[src/rtl/hasti_bus_n.sv]
// hasti_bus_n: one-master, NSLAVES-slave AHB-Lite interconnect.
// Address decode, data-phase response mux, two-cycle ERROR default slave,
// per-transfer stall watchdog and sticky error-capture status.
module hasti_bus_n #(
  parameter int NSLAVES = 3,
  parameter int XLEN    = 32,
  parameter logic [NSLAVES*XLEN-1:0] SLV_BASE = {32'h8000_0000, 32'h0001_0000, 32'h0000_0000},
  parameter logic [NSLAVES*XLEN-1:0] SLV_MASK = {32'hC000_0000, 32'hFFFF_0000, 32'hFFFF_0000},
  parameter int TIMEOUT = 1024
) (
  input  logic                    hclk,
  input  logic                    hresetn,
  input  logic [XLEN-1:0]         m_haddr,
  input  logic [1:0]              m_htrans,
  output logic                    m_hready,
  output logic [XLEN-1:0]         m_hrdata,
  output logic                    m_hresp,
  output logic [NSLAVES-1:0]      s_hsel,
  output logic                    s_hready,
  input  logic [NSLAVES-1:0]      s_hreadyout,
  input  logic [NSLAVES*XLEN-1:0] s_hrdata,
  input  logic [NSLAVES-1:0]      s_hresp,
  input  logic                    err_clr,
  output logic                    err_valid,
  output logic [1:0]              err_cause,
  output logic [XLEN-1:0]         err_addr
);
  // A zero TIMEOUT still needs a 1-bit counter so the logic stays legal.
  localparam int WDW = (TIMEOUT > 0) ? $clog2(TIMEOUT + 1) : 1;
  localparam logic [WDW-1:0] WD_MAX  = WDW'(TIMEOUT);
  localparam logic [WDW-1:0] WD_LAST = WDW'((TIMEOUT > 0) ? TIMEOUT - 1 : 0);

  localparam logic [1:0] DS_IDLE = 2'd0;
  localparam logic [1:0] DS_ERR1 = 2'd1;
  localparam logic [1:0] DS_ERR2 = 2'd2;

  logic [NSLAVES-1:0] hit;
  logic [NSLAVES-1:0] sel_r;
  logic               def_r;
  logic [1:0]         ds;
  logic [XLEN-1:0]    addr_r;
  logic [WDW-1:0]     wd_cnt;
  logic               ua, ua_evt, stall, to_evt;

  for (genvar i = 0; i < NSLAVES; i++) begin : g_dec
    assign hit[i] = (m_haddr & SLV_MASK[i*XLEN +: XLEN]) == SLV_BASE[i*XLEN +: XLEN];
  end

  // Isolate the lowest set bit so overlapping regions resolve to the lowest index.
  assign s_hsel = hit & (~hit + 1'b1);
  assign ua     = ~|hit & m_htrans[1];
  assign ua_evt = m_hready & ua;
  assign stall  = |(sel_r & ~s_hreadyout);
  assign to_evt = (TIMEOUT != 0) && stall && (wd_cnt == WD_LAST);

  // Data-phase response mux: default slave, selected slave, or zero-wait OKAY.
  always_comb begin
    m_hready = 1'b1;
    m_hresp  = 1'b0;
    m_hrdata = '0;
    if (def_r) begin
      m_hready = (ds != DS_ERR1);
      m_hresp  = 1'b1;
    end else begin
      for (int i = 0; i < NSLAVES; i++) begin
        if (sel_r[i]) begin
          m_hready = s_hreadyout[i];
          m_hresp  = s_hresp[i];
          m_hrdata = s_hrdata[i*XLEN +: XLEN];
        end
      end
    end
  end

  assign s_hready = m_hready;

  // Data-phase ownership and address, captured when an address phase is accepted.
  always_ff @(posedge hclk or negedge hresetn) begin
    if (!hresetn) begin
      sel_r  <= '0;
      def_r  <= 1'b0;
      addr_r <= '0;
    end else if (m_hready) begin
      sel_r  <= s_hsel;
      def_r  <= ua;
      addr_r <= m_haddr;
    end
  end

  // Default slave: ERR1 (wait, ERROR) then ERR2 (ready, ERROR).
  always_ff @(posedge hclk or negedge hresetn) begin
    if (!hresetn) ds <= DS_IDLE;
    else begin
      case (ds)
        DS_IDLE: if (ua_evt) ds <= DS_ERR1;
        DS_ERR1: ds <= DS_ERR2;
        DS_ERR2: ds <= ua ? DS_ERR1 : DS_IDLE;
        default: ds <= DS_IDLE;
      endcase
    end
  end

  // Stall watchdog: counts wait cycles of the current transfer, saturating.
  always_ff @(posedge hclk or negedge hresetn) begin
    if (!hresetn) wd_cnt <= '0;
    else if (m_hready) wd_cnt <= '0;
    else if (stall && wd_cnt != WD_MAX) wd_cnt <= wd_cnt + 1'b1;
  end

  // Sticky status: first error wins; a new error beats a simultaneous clear.
  always_ff @(posedge hclk or negedge hresetn) begin
    if (!hresetn) begin
      err_valid <= 1'b0;
      err_cause <= 2'b00;
      err_addr  <= '0;
    end else if ((ua_evt || to_evt) && (!err_valid || err_clr)) begin
      err_valid <= 1'b1;
      err_cause <= ua_evt ? 2'b01 : 2'b10;
      err_addr  <= ua_evt ? m_haddr : addr_r;
    end else if (err_clr) begin
      err_valid <= 1'b0;
    end
  end
endmodule

[config.mk]
export PLATFORM = sky130hd
export DESIGN_NAME = hasti_bus_n
export DESIGN_NICKNAME = d
export VERILOG_FILES = /design/src/rtl/hasti_bus_n.sv
export SDC_FILE = /design/constraint.sdc
export NUM_CORES = 1
export LEC_CHECK = 0
export BUFFER_PORTS_ARGS = -buffer_cell sky130_fd_sc_hd__buf_2
export CAP_MARGIN = 20
export CORE_AREA = 2 2 109 111
export DETAILED_ROUTE_END_ITERATION = 12
export DIE_AREA = 0 0 111 113
export PLACE_DENSITY_LB_ADDON = 0.1
export SETUP_SLACK_MARGIN = 0.05
export SLEW_MARGIN = 10
export SYNTH_ARGS = -nofsm -noshare
export SYNTH_HDL_FRONTEND = slang
export SYNTH_SLANG_ARGS = --single-unit
export TNS_END_PERCENT = 50
[constraint.sdc]
create_clock -name hclk -period 2.55 [get_ports hclk]
set_input_delay 0.1275 -clock hclk [delete_from_list [all_inputs] [get_ports hclk]]
set_output_delay 0.1275 -clock hclk [all_outputs]
set_load 0.02 [all_outputs]
==> results.toml, run 1 <==
[placed_design]
dpl-instance-area_sq_um = 5668
gp_congestion = 0.8654
portBuffers = 210
dpl_worst_slack_ns = 0.3060
post-dp-hpwl_um = 9647

[setup_path]
r2r-start = "sel_r[2]"
cp-end-kind = "output port"
path_max_fanout = 35
cp-startpoint = "sel_r[1]"
rrSetupSlack_ns = 0.33
cp_data_required_time_ns = 2.42
r2r_end = "ds[0]"
start_kind = "flop"
path_class = "flop to output port"
crit_arrival_ns = 2.16
reg2reg_depth = 7

[job]
cap_violations = 0

[global_routing]
use_met2_pct = 34.68
globalRouteMet3Util_pct = 6.374
gr-usage-met1_pct = 29.37
grtUsageTotal_pct = 21.77
grt_max_degree = 67
antenna_found_initial = 0
grt_pass1_wl_um = 21880
grt_busiest_layer = "met2"
overflow = 0
grt_pass1_vias = 4224

[sta]
clock_skew_ns = 0.005187
fin_crit_sh_pct = 89.65
tightest_slew_ns = 0.6075
worst_slack_ns = 0.2640
tns_ns = 0
rsz0062_at_grt = "no"
relSlewSlack_pct = 59.50
period_needed_ns = 2.286
hold_viol = 0
slew_viol_final = 0
final-setup-viol-count = 0
clock.fmax_ghz = 0.4374

[layout]
nets = 860
n_antenna_cell = 0
layout-drive-gt1-share_pct = 39.23
stdcell_area_sq_um = 6142
area_growth_pct = 37.70

[yosys]
synth_cells = 505
avgSynthCellArea_sq_um = 8.833
yosys_register_bits = 84
synthFlopType = "dfrtp_1"
ys_seq_area_share_pct = 47.12
synth_top_area_share_pct = 47.12
synth_edf_count = 0
async_flop_share_pct = 100.0
yosys.area.top_type = "dfrtp_1"
synth.distinct_cells = 43
ys_top_cells_by_area = "dfrtp_1 47%, nand2_1 8.6%, o221a_2 8.1%"
yosysWarnings = 0
synthesis.nets = 646
netlist_area_sq_um = 4461

[floorplanning]
rows = 39
pin_count = 212
fp.dieW_um = 111
die_area_sq_um = 12540
start_util_pct = 39.57
core_sq_um = 11270
fp.dieH_um = 113

[clock_tree]
cts_buffers = 9
h-tree-depth = 3
tritoncts = "built"
cts.sinks = 84
root_buffer = "clkbuf_16"
clk-insertion-delay-late_ns = 0.34
clk_pin_slew_ns = 0.06
clk_path_buf_depth = 2

[drt]
drc = 0
drtIter0Drc = 262
avgViaCountPerCell = 5.136
totalWireLength_um = 13720
ant_nets = 0
num_vias = 4453
wl_per_cell_um = 15.82
firstDrtPassIters = 5

[run_status]
status = "finished clean"

[worst_hold_path]
whs_endpoint = "addr_r[28]"
hold_depth = 3
hold_path_class = "primary input to flop"
min_from = "m_haddr[28]"

[power_and_ir_drop]
p_leak_uw = 0.003026
power_density_nw_per_um2 = 945.9
ir_worst_vdd_mv = 0.4971
==> placed cells by master, fill, tap and decap left out, types with 2 or more instances in the layout <==
cell type | netlist | final
a21oi_1 | 35 | 35
a22oi_1 | 33 | 33
and3b_1 | 2 | 2
and4_1 | 2 | 2
buf_12 | 0 | 3
buf_2 | 5 | 209
buf_4 | 2 | 14
clkbuf_16 | 0 | 9
clkinv_4 | 0 | 3
dfrtp_1 | 84 | 83
dlygate4sd3_1 | 0 | 17
ha_1 | 2 | 2
inv_1 | 5 | 5
mux2_2 | 2 | 2
nand2_1 | 102 | 102
nand2b_1 | 30 | 30
nand4_1 | 3 | 3
nor2_1 | 80 | 80
nor2b_1 | 5 | 4
nor2b_2 | 1 | 2
nor3_1 | 4 | 4
nor3b_1 | 2 | 2
nor4_1 | 9 | 9
o21a_1 | 2 | 2
o21ai_0 | 4 | 4
o221a_2 | 32 | 32
or2b_1 | 3 | 3
or3_1 | 2 | 2
xnor2_1 | 7 | 7
==> flip-flops by register name (all words and copies together) (netlist names) <==
register,count
wd_cnt,11
addr_r,32
err_cause,2
ds,2
err_addr,32
def_r,1
err_valid,1
sel_r,3
==> synth_stat cells, types with 3 or more instances <==
master,count
buf_6,3
nor2_1,80
nor3_1,4
clkbuf_1,25
nor2b_1,5
nand4_1,3
or2b_1,3
buf_1,4
nand2b_1,30
dfrtp_1,84
inv_1,5
a21oi_1,35
nand2_1,102
o221a_2,32
a22oi_1,33
nor4_1,9
o21ai_0,4
xnor2_1,7
buf_2,5
==> layer usage <==
layer	up-vias	wire, um
li1	2177	-
met1	2125	6087
met2	139	6505
met3	12	957
met4	0	169
met5	-	0
==> final cells by class <==
type                    instances  area (sq um)
fillers                      1062          5130
well taps                     143         178.9
inverters                       6         22.52
clock buffers                  11         242.7
multi-input cells             375          2152
flip-flops and latches         84          2103
clock inverters                 5         61.31
repair buffers                243          1381
==> stage by stage <==
| stage | util, % | std cells | power [uW] | hold WS, ns |
|---|---|---|---|---|
| after global placement | 50.28 | 834 | 4459 | 0.1377 |
| after detailed placement | 50.28 | 834 | 4505 | 0.1374 |
| after global routing | 54.49 | 867 | 6196 | 0.01300 |
| after CTS | 54.49 | 867 | 5877 | 0.001693 |
| after floorplan | - | 505 | 3641 | -0.1681 |
| final | 54.49 | 867 | 5810 | 0.01115 |
==> worst max path at each step <==
| stage | end | slack [ns] | depth (start not counted) |
|---|---|---|---|
| 3_3_place_gp | err_addr[1] | 0.36 | 6 |
| 3_5_place_dp | ds[0] | 0.31 | 7 |
| 4_1_cts | m_hready | 0.27 | 5 |
| 5_1_grt | m_hrdata[28] | 0.12 | 8 |
| 2_1_floorplan | s_hready | 0.36 | 7 |
| 6_report | m_hrdata[30] | 0.26 | 8 |
==> cell families after synthesis <==
group	synth area share, %
and+or+nand+nor	26.03
AOI/OAI and AO/OA	19.50
DFF	47.12
buffers and inverters	4.712
xor gates and xnor gates	1.571
muxes	0.5049
adders and majority gates	0.5609
==> worst max-delay path: stages, from the launching register on <==
cell and delay (ns):
dfrtp_1 0.39, buf_4 0.26, nor2b_2 0.14, buf_4 0.34, a22oi_1 0.17, nor2_1 0.16
a21oi_1 0.06, nor2_1 0.11, buf_2 0.16
==> what timing repair did <==
action,CTS,global route
hold endpoints to repair,54,0
buffers inserted,0,0
hold buffers,17,0
gates resized for setup,0,0
==> power breakdown <==
part	internal, uW	switching (uW)	total, uW
logic	897	1440	2330
registers	1850	292	2150
clock network	789	539	1330
total	3540	2270	5810
No activity file was read; power rests on OpenSTA's default activity.
==> run 2: changes to the inputs <==
CELL_PAD_IN_SITES_DETAIL_PLACEMENT = 0   (was unset)
CELL_PAD_IN_SITES_GLOBAL_PLACEMENT = 1   (was unset)
CORE_AREA = 2 2 120 122   (was 2 2 109 111)
DIE_AREA = 0 0 122 124   (was 0 0 111 113)
RECOVER_POWER = 25   (was unset)
==> results.toml, run 2 (same netlist as run 1, synthesis figures left out) <==
[clock_tree]
cts.sinks = 84
cts_buffers = 9
tritoncts = "built"
root_buffer = "clkbuf_16"
clk_pin_slew_ns = 0.06
clk-insertion-delay-late_ns = 0.34
clk_path_buf_depth = 2
cts.repair.resized = 0
h-tree-depth = 3

[sta]
fin_crit_sh_pct = 89.54
slew_viol_final = 0
tns_ns = 0
tightest_slew_ns = 1.309
clock_skew_ns = 0.006724
hold_viol = 0
final-setup-viol-count = 0
relSlewSlack_pct = 12.75
rsz0062_at_grt = "no"
clock.fmax_ghz = 0.4380
period_needed_ns = 2.283

[setup_path]
r2r-start = "sel_r[2]"
cp-end-kind = "output port"
path_max_fanout = 35
crit_chain = "buf_4, nor2b_2, buf_12, a22oi_1, nor2_1, a21oi_1, nor2_1, buf_2"
cp-startpoint = "sel_r[1]"
crit_arrival_ns = 2.16
start_kind = "flop"
cp_data_required_time_ns = 2.42
rrSetupSlack_ns = 0.31
slowest_stage = "dfrtp_1"
path_class = "flop to output port"
cpPeakStageDelay_ns = 0.39
critical-path-top-delay-family = "buffers and inverters"
r2r_end = "err_addr[8]"
critPathBufInv = 3
worst_path_most_repeated_cell = "nor2_1"
reg2reg_depth = 6

[worst_hold_path]
min_from = "m_haddr[7]"
hold_depth = 3
hold_path_class = "primary input to flop"
whs_endpoint = "addr_r[7]"

[global_routing]
grt_max_degree = 67
grt_pass1_vias = 4146
antenna_found_initial = 1
grtUsageTotal_pct = 18.55
grt_pass1_wl_um = 21690
overflow = 0

[layout]
fill_cells = 1406
nets = 860
top_regs = "addr_r (32), err_addr (32), wd_cnt (11)"
area_growth_pct = 37.92
layout-drive-gt1-share_pct = 37.62
layout_commonest_cell = "buf_2"
layout_common_cells = "198 x buf_2, 102 x nand2_1, 83 x dfrtp_1"

[floorplanning]
core_sq_um = 13720
rows = 43
fp.dieW_um = 122
die_area_sq_um = 15130
start_util_pct = 32.51
pin_count = 212
fp.dieH_um = 124

[power_and_ir_drop]
ir_worst_vdd_mv = 0.4531
total_power_uw = 5772
power_density_nw_per_um2 = 938.2
p_leak_uw = 0.002982

[drt]
ant_nets = 0
avgViaCountPerCell = 4.931
totalWireLength_um = 14690
firstDrtPassIters = 5
drtIter0Drc = 256
drc = 0
wl_per_cell_um = 16.25
num_vias = 4458

[job]
cap_violations = 0

[run_status]
status = "finished clean"

[placed_design]
gp_congestion = 0.8150
portBuffers = 210
post-dp-hpwl_um = 10500
## run 2: cell types whose count changed in the layout (fill, tap and decap cells not counted), sizes merged
| cell | previous run | this run |
|---|---|---|
| clkinv | 4 | 2 |
| clkbuf | 11 | 23 |
| buf | 226 | 215 |
| clkinvlp | 0 | 1 |
| diode | 0 | 1 |
| dlygate4sd3 | 17 | 16 |
## run 2: routing by layer
| metal | routed length (um) | vias up | part of all wire (%) | GRT usage [%] |
|---|---|---|---|---|
| met2 | 7136 | 122 | 49 | 29.85 |
| met4 | 194 | 0 | 1.3 | 6.537 |
| met3 | 838 | 13 | 5.7 | 4.579 |
| li1 | - | 2173 | - | - |
| met1 | 6520 | 2150 | 44 | 24.39 |
| met5 | 0 | - | 0 | 0 |
## run 2: cell type report
cell class	instances	area, sq um	share of cell area [%]
Multi-Input combinational cell	375	2152	34.98
Sequential cell	84	2103	34.19
Timing Repair Buffer	243	1363	22.15
Clock buffer	11	232.7	3.783
Tap cell	180	225.2	3.661
Clock inverter	4	51.30	0.8338
Inverter	6	22.52	0.3661
Antenna cell	1	2.502	0.04068
## run 2: how the worst max path moves through the flow
stage,to,slack (ns),cells after the start
floorplan,s_hready,0.36,7
finish,m_hrdata[1],0.27,8
global route,m_hrdata[23],0.08,8
CTS,err_addr[1],0.23,8
global placement,err_addr[6],0.34,6
detailed placement,err_addr[14],0.33,6
## run 2: metrics by stage
step	utilization (%)	hold WS, ns	setup WS, ns	cells	cell area, sq um
after floorplan	-	-0.1681	0.3648	505	4461
after global placement	41.71	0.2044	0.3408	872	5722
after detailed placement	41.71	0.2113	0.3284	872	5722
after CTS	44.94	0.0002445	0.2299	903	6166
after global routing	44.84	0.01452	0.07718	904	6152
final	44.84	0.008772	0.2668	904	6152
## run 2: where the power goes
group / leakage [uW] / internal, uW / total [uW] / switching, uW
combinational: 0.00185 / 872 / 2320 / 1450
sequential: 0.000999 / 1850 / 2150 / 300
clock: 0.000136 / 755 / 1300 / 542
## run 2: what timing repair did
action / CTS / global route
endpoints found under the setup margin: 0 / 0
hold buffers: 16 / 0
hold endpoints to repair: 64 / 0
buffers inserted: 0 / 0
## run 2: tightest hold or removal path, delay by kind of cell
family        cells  cell delay [ns]
simple gates      2             0.11
buf+inv           1             0.08
==> run 3: changes to the inputs <==
==> constraint.sdc (replaced) <==
create_clock -name hclk -period 2.55 [get_ports hclk]
set_input_delay 0.255 -clock hclk [delete_from_list [all_inputs] [get_ports hclk]]
set_output_delay 0.255 -clock hclk [all_outputs]
set_load 0.02 [all_outputs]
==> results.toml, run 3 (same netlist as run 1, synthesis figures left out) <==
[run_status]
status = "finished clean"

[sta]
relSlewSlack_pct = 37.58
tns_ns = 0
worst_slack_ns = 0.1912
period_needed_ns = 2.359
slew_viol_final = 0
hold_viol = 0
tightest_slew_ns = 0.9363
fin_crit_sh_pct = 92.50
clock.fmax_ghz = 0.4239
rsz0062_at_grt = "no"
clock_skew_ns = 0.006652
final-setup-viol-count = 0

[placed_design]
post-dp-hpwl_um = 10380
dpl_worst_slack_ns = 0.3495
gp_congestion = 0.8346
dp_cells = 874
portBuffers = 210
dpl-instance-area_sq_um = 5712

[setup_path]
path_class = "flop to output port"
path_max_fanout = 36
crit_arrival_ns = 2.10
r2r_end = "err_addr[7]"
cp_data_required_time_ns = 2.30
cp-end-kind = "output port"
cpPeakStageDelay_ns = 0.44
reg2reg_depth = 6
r2r-start = "sel_r[1]"
start_kind = "flop"
rrSetupSlack_ns = 0.38
cp-startpoint = "sel_r[1]"
crit_chain = "nor2b_2, o32a_2, buf_4, inv_2, buf_2"
slowest_stage = "o32a_2"

[clock_tree]
cts.sinks = 84
postCtsSetupBuffers = 0
h-tree-depth = 3
clk_path_buf_depth = 2
cts_buffers = 9
root_buffer = "clkbuf_16"
clk-insertion-delay-late_ns = 0.34
tritoncts = "built"
clk_pin_slew_ns = 0.06

[global_routing]
grt_pass1_wl_um = 21380
overflow = 0
grt_max_degree = 67
grtUsageTotal_pct = 18.32
grt_pass1_vias = 4053
antenna_found_initial = 0

[drt]
drtIter0Drc = 227
drc = 0
wl_per_cell_um = 16.02
totalWireLength_um = 14270
ant_nets = 0
avgViaCountPerCell = 4.947
num_vias = 4408
firstDrtPassIters = 4

[floorplanning]
rows = 43
start_util_pct = 32.51
fp.dieH_um = 124
fp.dieW_um = 122
die_area_sq_um = 15130
pin_count = 212
core_sq_um = 13720

[power_and_ir_drop]
p_leak_uw = 0.002949
ir_worst_vdd_mv = 0.6674
swShare_pct = 39.21
p_seq_share_pct = 37.2
internal_power_uw = 3514
total_power_uw = 5780
power_density_nw_per_um2 = 960.9
combPwrFrac_pct = 40.1
clockPowerShare_pct = 22.7
p_sw_uw = 2267

[layout]
fill_cells = 1420
top_regs = "addr_r (32), err_addr (32), wd_cnt (11)"
layout-drive-gt1-share_pct = 39.80
finalNonFillerCells = 891
layout_commonest_cell = "buf_2"
area_growth_pct = 34.87
n_antenna_cell = 0
layout_common_cells = "208 x buf_2, 102 x nand2_1, 83 x dfrtp_1"
stdcell_area_sq_um = 6016
nets = 847

[job]
cap_violations = 0

[worst_hold_path]
min_from = "m_haddr[11]"
hold_path_class = "primary input to flop"
hold_depth = 3
whs_endpoint = "addr_r[11]"
[run 3: cell count changes in the layout (fill, tap and decap cells not counted), sizes merged]
cell / previous run / this run
inv: 6 / 8
diode: 1 / 0
clkbuf: 23 / 16
dlygate4sd3: 16 / 1
buf: 215 / 225
clkinv: 2 / 0
[run 3: power by group through the flow]
stage | Sequential [uW] | Combinational, uW | Clock (uW)
3_3_place_gp | 2150 | 2330 | 0
3_5_place_dp | 2160 | 2360 | 0
2_1_floorplan | 2440 | 1200 | 0
6_report | 2150 | 2320 | 1310
4_1_cts | 2150 | 2360 | 1360
5_1_grt | 2220 | 2520 | 1430
[run 3: worst max-delay path, delay by kind of cell, from the launching register on]
| family | cells | cell delay, ns |
|---|---|---|
| buffers and inverters | 3 | 0.70 |
| AO/OA/AOI/OAI | 1 | 0.44 |
| AND/OR/NAND/NOR | 1 | 0.21 |
| flip-flops | 1 | 0.42 |
[run 3: area by class of cell]
| cell class | instances | area (sq um) | area share, % |
|---|---|---|---|
| clock buffer | 12 | 246.5 | 4.097 |
| multi-input combinational | 375 | 2152 | 35.77 |
| timing repair buffer | 230 | 1211 | 20.13 |
| inverter | 6 | 22.52 | 0.3744 |
| sequential | 84 | 2103 | 34.96 |
| clock inverter | 4 | 55.05 | 0.9151 |
| tap | 180 | 225.2 | 3.744 |
[run 3: through the flow]
stage | hold slack [ns] | utilization, %
global placement | 0.2458 | 41.63
global route | 0.1284 | 43.85
CTS | 0.1087 | 43.90
finish | 0.1238 | 43.85
floorplan | -0.04059 | -
detailed placement | 0.2512 | 41.63
[run 3: what timing repair did]
action / CTS / global route
endpoints found under the setup margin: 0 / 6
gates resized for setup: 0 / 1
hold endpoints to repair: 33 / 0
hold buffers: 1 / 0
[run 3: routing by layer]
metal | wire length (um) | global-route usage [%] | vias to the layer above
met2 | 7157 | 30.87 | 153
met3 | 922 | 4.304 | 16
met5 | 0 | 0 | -
met4 | 170 | 6.178 | 0
li1 | - | - | 2149
met1 | 6020 | 23.19 | 2090
[run 3: worst max-delay path by stage]
stage | cells after the start | to | slack, ns
floorplan | 7 | s_hready | 0.24
detailed placement | 7 | err_addr[4] | 0.35
global route | 7 | m_hresp | 0.09
global placement | 7 | err_addr[31] | 0.36
CTS | 5 | m_hready | 0.16
finish | 5 | m_hready | 0.19
